===== src/rtl/fnd_scan_driver.sv =====
// Four-digit multiplexed seven-segment scan driver with per-frame input snapshot,
// per-digit blink and leading-zero suppression; seg and com are registered.
module fnd_scan_driver #(
   parameter int unsigned SCAN_DIV       = 50000,
   parameter int unsigned DEAD           = 500,
   parameter int unsigned BLINK_DIV      = 100,
   parameter bit          SEG_ACTIVE_LOW = 1'b1
) (
   input  logic       clk,
   input  logic       rst_n,
   input  logic [3:0] d0,
   input  logic [3:0] d1,
   input  logic [3:0] d2,
   input  logic [3:0] d3,
   input  logic [3:0] blink_en,
   input  logic       lz_en,
   output logic [6:0] seg,
   output logic [3:0] com
);

   localparam int unsigned PW        = (SCAN_DIV > 1) ? $clog2(SCAN_DIV) : 1;
   localparam int unsigned BW        = (BLINK_DIV > 1) ? $clog2(BLINK_DIV) : 1;
   localparam logic [3:0]  CODE_BLK  = 4'd10;
   localparam logic [6:0]  SEG_BLANK = SEG_ACTIVE_LOW ? 7'h7F : 7'h00;

   logic [PW-1:0]   pcnt_q, pcnt_d;
   logic [1:0]      idx_q, idx_d;
   logic [BW-1:0]   bcnt_q, bcnt_d;
   logic            bph_q, bph_d;
   logic [3:0][3:0] sh_dig_q;
   logic [3:0]      sh_blink_q;
   logic            sh_lz_q;
   logic [6:0]      seg_q, seg_d;
   logic [3:0]      com_q, com_d;

   logic            tick_c;
   logic            load_c;
   logic            dead_c;
   logic [3:0]      zblk_c;
   logic [3:0]      lz_c;
   logic [3:0]      code_c;
   logic [6:0]      pat_c;

   function automatic logic [6:0] seg_pattern(input logic [3:0] code);
      logic [6:0] p;
      case (code)
         4'd0:    p = 7'h3F;
         4'd1:    p = 7'h06;
         4'd2:    p = 7'h5B;
         4'd3:    p = 7'h4F;
         4'd4:    p = 7'h66;
         4'd5:    p = 7'h6D;
         4'd6:    p = 7'h7D;
         4'd7:    p = 7'h07;
         4'd8:    p = 7'h7F;
         4'd9:    p = 7'h6F;
         4'd11:   p = 7'h40;
         default: p = 7'h00;
      endcase
      return p;
   endfunction

   // Timebase: prescaler, slot index, blink phase and frame-end snapshot strobe
   always_comb begin
      tick_c = (pcnt_q == PW'(SCAN_DIV - 1));
      load_c = tick_c && (idx_q == 2'd3);
      pcnt_d = tick_c ? '0 : pcnt_q + PW'(1);
      idx_d  = tick_c ? idx_q + 2'd1 : idx_q;
      bcnt_d = bcnt_q;
      bph_d  = bph_q;
      if (tick_c) begin
         if (bcnt_q == BW'(BLINK_DIV - 1)) begin
            bcnt_d = '0;
            bph_d  = ~bph_q;
         end else begin
            bcnt_d = bcnt_q + BW'(1);
         end
      end
   end

   // Digit selection with blink taking priority over leading-zero blanking
   always_comb begin
      for (int i = 0; i < 4; i++) begin
         zblk_c[i] = (sh_dig_q[i] == 4'd0) || (sh_dig_q[i] == CODE_BLK);
      end
      lz_c    = '0;
      lz_c[3] = sh_lz_q && (sh_dig_q[3] == 4'd0);
      lz_c[2] = sh_lz_q && (sh_dig_q[2] == 4'd0) && zblk_c[3];
      lz_c[1] = sh_lz_q && (sh_dig_q[1] == 4'd0) && zblk_c[3] && zblk_c[2];

      code_c = sh_dig_q[idx_q];
      if (sh_blink_q[idx_q] && bph_q) begin
         code_c = CODE_BLK;
      end else if (lz_c[idx_q]) begin
         code_c = CODE_BLK;
      end

      dead_c = (pcnt_q < PW'(DEAD));
      pat_c  = seg_pattern(code_c);
      com_d  = ~(4'b0001 << idx_q);
      if (dead_c) begin
         pat_c = 7'h00;
         com_d = 4'hF;
      end
      seg_d = SEG_ACTIVE_LOW ? ~pat_c : pat_c;
   end

   always_ff @(posedge clk) begin
      if (!rst_n) begin
         pcnt_q     <= '0;
         idx_q      <= '0;
         bcnt_q     <= '0;
         bph_q      <= 1'b0;
         sh_dig_q   <= {4{CODE_BLK}};
         sh_blink_q <= '0;
         sh_lz_q    <= 1'b0;
         seg_q      <= SEG_BLANK;
         com_q      <= 4'hF;
      end else begin
         pcnt_q <= pcnt_d;
         idx_q  <= idx_d;
         bcnt_q <= bcnt_d;
         bph_q  <= bph_d;
         seg_q  <= seg_d;
         com_q  <= com_d;
         if (load_c) begin
            sh_dig_q   <= {d3, d2, d1, d0};
            sh_blink_q <= blink_en;
            sh_lz_q    <= lz_en;
         end
      end
   end

   assign seg = seg_q;
   assign com = com_q;

endmodule


===== config.mk =====
export PLATFORM = sky130hd
export DESIGN_NAME = fnd_scan_driver
export DESIGN_NICKNAME = d
export VERILOG_FILES = /design/src/rtl/fnd_scan_driver.sv
export SDC_FILE = /design/constraint.sdc
export NUM_CORES = 1
export LEC_CHECK = 0
export BUFFER_PORTS_ARGS = -buffer_cell sky130_fd_sc_hd__clkbuf_2
export CORE_UTILIZATION = 40
export DETAILED_ROUTE_END_ITERATION = 16
export PLACE_DENSITY = 0.55
export SLEW_MARGIN = 20
export SYNTH_ARGS = -nofsm -noshare
export SYNTH_HDL_FRONTEND = slang
export SYNTH_SLANG_ARGS = --single-unit

===== constraint.sdc =====
create_clock -name clk -period 4.66 [get_ports clk]
set_clock_uncertainty 0.15 [all_clocks]
set_input_delay 0.233 -clock clk [delete_from_list [all_inputs] [get_ports clk]]
set_output_delay 0.233 -clock clk [all_outputs]
set_load 0.02 [all_outputs]

After elaboration in Yosys (flattened, before gate mapping):

Memories as Yosys holds them, arrays and structs flattened.
Index checks and enable logic that the tools add are counted.

* memories kept: 1
* ROM bits: 112
* flip-flop bits (word level): 58

* equality and inequality tests: 5
* magnitude comparators: 2
* reductions and logical operators: 16
* bitwise logic cells: 4
* multiplexer cells: 10
* add/subtract/negate cells: 3
* shifts and indexed selects: 1

Memory list
* (no name shown): words 16, bits a word 7, rd ports 1, clocked after Yosys merged registers in 0, wr ports 0, line 46 `case (code)`

Operator list (number)
* 16-bit by 1-bit adder with 16-bit output (second input constant): 1
* 16-bit == test (second input constant): 1
* 16-bit by 9-bit less-than comparator with 1-bit output (second input constant): 1
* 7-bit 2-to-1 mux: 2
* 4-bit zero test: 3
* 4-bit 2-to-1 mux: 3
* 4-bit binary-select mux with 2-bit select: 1
* 4-bit == test (second input constant): 2
* 1-bit logical AND: 8
* 7-bit by 1-bit adder with 7-bit output (second input constant): 1
* 7-bit == test (second input constant): 1
* 7-bit NOT: 1
* 1-bit binary-select mux with 2-bit select: 2
* 4-bit NOT: 1
* 2-bit OR reduction: 2
* 1-bit by 2-bit left shift with 4-bit output (first input constant): 1
* 2-bit by 3-bit less-than comparator with 1-bit output (second input constant): 1
* 2-bit by 1-bit adder with 2-bit output (second input constant): 1
* 2-bit == test (second input constant): 1
* 1-bit logical OR: 2
* 1-bit 2-to-1 mux: 2
* 1-bit NOT: 2
* 2-bit AND reduction: 1

Logic depth before layout (Yosys ltp):

An unclocked memory read counts as a cell.

* depth in word-level cells: 11
* mapped depth: 10
* mapped depth without buffers: 9

Worst setup path before layout:

Ideal clock, no wire load.

* path type: register -> register
* start: register idx_q[1]
* end: register seg_q[6] (netlist: seg[6])
* data arrival time: 2249 ps
* clock period less this slack: 2520 ps
* data required time: 4388 ps
* cell stages (with the launch flop): 8
* buffers on the path: 1
* slack: 2140 ps
* cell sequence: dfxtp_1 > clkbuf_8 > mux4_1 > or3_1 > ha_1 > or2_2 > a211oi_1 > o21ai_1

* longest elaborated chain between the ends: 7
* elaborated cells between the ends (all ways): 12
* those cells by class: 9 x mux; 1 x bitwise; 1 x reduce/logical; 1 x memory

Ends and longest elaborated chain
* start: declaration: line 27 `logic [1:0] idx_q, idx_d;`
* start signal: assignment: line 121 `idx_q <= idx_d;`
* 4-bit binary-select mux with 2-bit select, or another cell as far along: line 91 `code_c = sh_dig_q[idx_q];`
* 4-bit 2-to-1 mux (not written as such), or another cell as far along: line 91
* 4-bit 2-to-1 mux or 1-bit logical AND (tied branches): line 94, 92
* 4-bit 2-to-1 mux (*): line 92 `if (sh_blink_q[idx_q] && bph_q) begin`
* memory 16 x 7 bit (*)
* 7-bit 2-to-1 mux (*): line 101 `if (dead_c) begin`
* 7-bit NOT (*): line 105 `seg_d = SEG_ACTIVE_LOW ? ~pat_c : pat_c;`
* end signal: assignment: line 124 `seg_q <= seg_d;`
* end: declaration: line 33 `logic [6:0] seg_q, seg_d;`

Every way passes the cells marked *; elsewhere a longest branch is shown, timed or not. The select of a mux whose other input is x is not followed.
A chain may end at the register's enable or synchronous reset.

Worst setup path after layout:

* start: register idx_q[1]
* end: register seg_q[4] (netlist: seg[4])

The elaborated chain is that of the path after synthesis.

==> impl_metrics.json <==
{
  "status": "complete, but fails checks",
  "violations": "DRC",
  "crit_fanout": 12,
  "start_util": 0.423,
  "rows": 29,
  "syn_area_um2": 2750,
  "place_inst": 400,
  "final_common_cell": "nand2_1",
  "cts_made_buffers": 9,
  "slew_headroom": 0.526,
  "ys_types": 52,
  "cellPowerDensity_nw_per_um2": 304,
  "wl_um": 5520,
  "layout-drive-gt1-share": 0.173,
  "hold_path.class": "flop to flop",
  "finalMaxSlewViolations": 0,
  "pin_count": 34,
  "ys_warn_count": 0,
  "dieArea_um2": 7210,
  "final_util": 0.513,
  "instances_no_fill": 436,
  "syn-num-nets": 337,
  "grtUsageTotal": 0.170,
  "synth_top_area_share": 0.422,
  "via_per_inst": 4.88,
  "core_area_um2": 6490,
  "worstPathRequired_ns": 4.78,
  "antenna_found_initial": 0,
  "cp.arrival_ns": 3.00,
  "drv_cap": 0,
  "p_seq_frac": 0.493,
  "num_vias": 2127,
  "synth_ff_type": "dfxtp_1",
  "endpoint_kind": "flop",
  "power.internal_uw": 807,
  "antennaDiodeCount": 0,
  "dr.pass1.iters": 10,
  "gp_congestion": 0.770,
  "synth_area_per_cell_um2": 9.08,
  "dieHeight_um": 84.9,
  "layout_common_cells": "nand2_1, dfxtp_1, clkbuf_2, nor2_1, dlygate4sd3_1",
  "syn_to_final_growth_pct": 21.1,
  "synth_edf_count": 0,
  "cts_sinks": 58,
  "fin_crit_sh": 0.617,
  "timing.fmax_ghz": 0.348,
  "power.switching_uw": 205,
  "swShare": 0.203,
  "clk_latency_ns": 0.33,
  "worstMarginPinSlew_ns": 0.706,
  "cts-resized-gates": 0,
  "wl_per_cell_um": 12.6,
  "rsz0062_at_grt": "no",
  "gr-total-overflow": 0,
  "grt_max_degree": 32,
  "hold_violations": 0,
  "fin_nets": 389,
  "dp_hpwl_um": 3690,
  "yosysTopAreaCell": "dfxtp_1",
  "ir_worst_vdd_mv": 0.160,
  "critPathLaunchType": "flop",
  "cts_tree": "done",
  "cts_setup_buffers": 0,
  "layout_min_cycle_time_ns": 2.88,
  "p_comb_frac": 0.035,
  "synth_cells": 303,
  "placement.io_buffers": 33,
  "p_clk_frac": 0.472,
  "setup_viol": 0,
  "ys_async_sr_fraction": 0,
  "htree_levels": 3,
  "grt_pass1_vias": 2086,
  "fp.dieW_um": 84.9,
  "power_leakage_uw": 0.00128,
  "root_buffer": "clkbuf_8",
  "cts_buffer_depth": 2,
  "first_iter_violations": 76,
  "worst-setup-path-type": "flop to flop",
  "power.total_uw": 1010,
  "grt_first_pass_wirelength_um": 9450,
  "clk_pin_slew_ns": 0.06,
  "postRouteAntennaNets": 0,
  "drc_errors": 4,
  "ys_seq_elements": 58,
  "synth-seq-area-share": 0.422,
  "synthTopCellsByArea": "dfxtp_1, nand2_1, ha_1",
  "final.setup.tns_ns": 0
}
per-layer routing:
metal | track usage | part of all wire | up-vias
li1 | - | - | 1132
met1 | 0.220 | 0.53 | 954
met2 | 0.262 | 0.42 | 31
met3 | 0.0477 | 0.026 | 10
met4 | 0.0847 | 0.018 | 0
met5 | 0 | 0 | -
what timing repair did:
action | in CTS | in global routing
hold buffers | 21 | 0
endpoints found under the hold margin | 21 | 0
endpoints found under the setup margin | 0 | 0
worst max-delay path: stages (launching register included):
cell     delay (ns)
dfxtp_1        0.65
mux4_1         0.70
or3_1          0.44
ha_1           0.21
inv_1          0.10
mux2i_1        0.08
or4_1          0.40
nand3_1        0.09
worst paths after layout:
kind / endpoint / cells past startpoint / slack, ns / from
setup / recovery: seg[4]$_SDFF_PN1_ / 7 / 1.78 / idx_q[1]$_SDFFE_PN0P_
hold / removal: pcnt_q[0]$_SDFF_PP0_ / 1 / 0.30 / pcnt_q[0]$_SDFF_PP0_
setup reg to reg: seg[4]$_SDFF_PN1_ / 7 / 1.78 / idx_q[1]$_SDFFE_PN0P_
hold reg to reg: pcnt_q[0]$_SDFF_PP0_ / 1 / 0.30 / pcnt_q[0]$_SDFF_PP0_
sequential cells by signal (all words and copies together) (netlist names):
register / cells
bcnt_q: 7
pcnt_q: 16
seg: 7
com: 4
sh_lz_q: 1
sh_blink_q: 4
idx_q: 2
sh_dig_q: 16
bph_q: 1
cells in the mapped netlist, types with 2 or more instances:
master,n
xor2_1,7
a21boi_0,2
nor2b_1,3
nor2_1,26
nand3_1,16
nand2_1,62
a21oi_1,5
a21boi_1,14
buf_2,4
ha_1,11
dfxtp_1,58
nor3_1,5
buf_6,3
nand2b_1,2
mux2i_1,4
nor3b_1,2
nand4_1,4
and3_1,4
inv_1,7
mux4_2,3
clkbuf_1,4
or2_2,2
xnor2_1,13
clkbuf_8,2
nor4_1,2
or4_1,3
and2_1,5
o21ai_0,6
final cells by class:
class | instances | area [µm²]
multi-input combinational | 225 | 1470
clock inverter | 2 | 35.0
fill | 633 | 3170
tap | 77 | 96.3
sequential | 58 | 1160
timing repair buffer | 54 | 375
clock buffer | 13 | 169
inverter | 7 | 26.3
kinds of logic after synthesis:
| group | count (synthesis) | share of synthesized area |
|---|---|---|
| flops | 58 | 0.422 |
| mux | 8 | 0.0487 |
| xor+xnor | 20 | 0.0637 |
| fa+ha+maj | 11 | 0.0500 |
| compound gates | 38 | 0.104 |
| simple gates | 148 | 0.267 |
| buf+inv | 20 | 0.0446 |
through the flow:
stage / hold slack (ns) / cell area [µm²] / setup slack, ns
2_1_floorplan: 0.207 / 2750 / 2.14
6_report: 0.297 / 3330 / 1.78
3_5_place_dp: 0.291 / 2920 / 1.80
4_1_cts: 0.300 / 3330 / 1.76
3_3_place_gp: 0.283 / 2920 / 1.79
5_1_grt: 0.325 / 3330 / 1.64
power groups by stage:
stage          Sequential [µW]  Clock (µW)  Combinational (µW)
4_1_cts                    500         489                34.8
2_1_floorplan              510           0                10.6
6_report                   500         478                35.0
3_3_place_gp               511           0                21.0
5_1_grt                    500         514                38.3
3_5_place_dp               511           0                21.1
No activity file was read; power rests on OpenSTA's default activity.
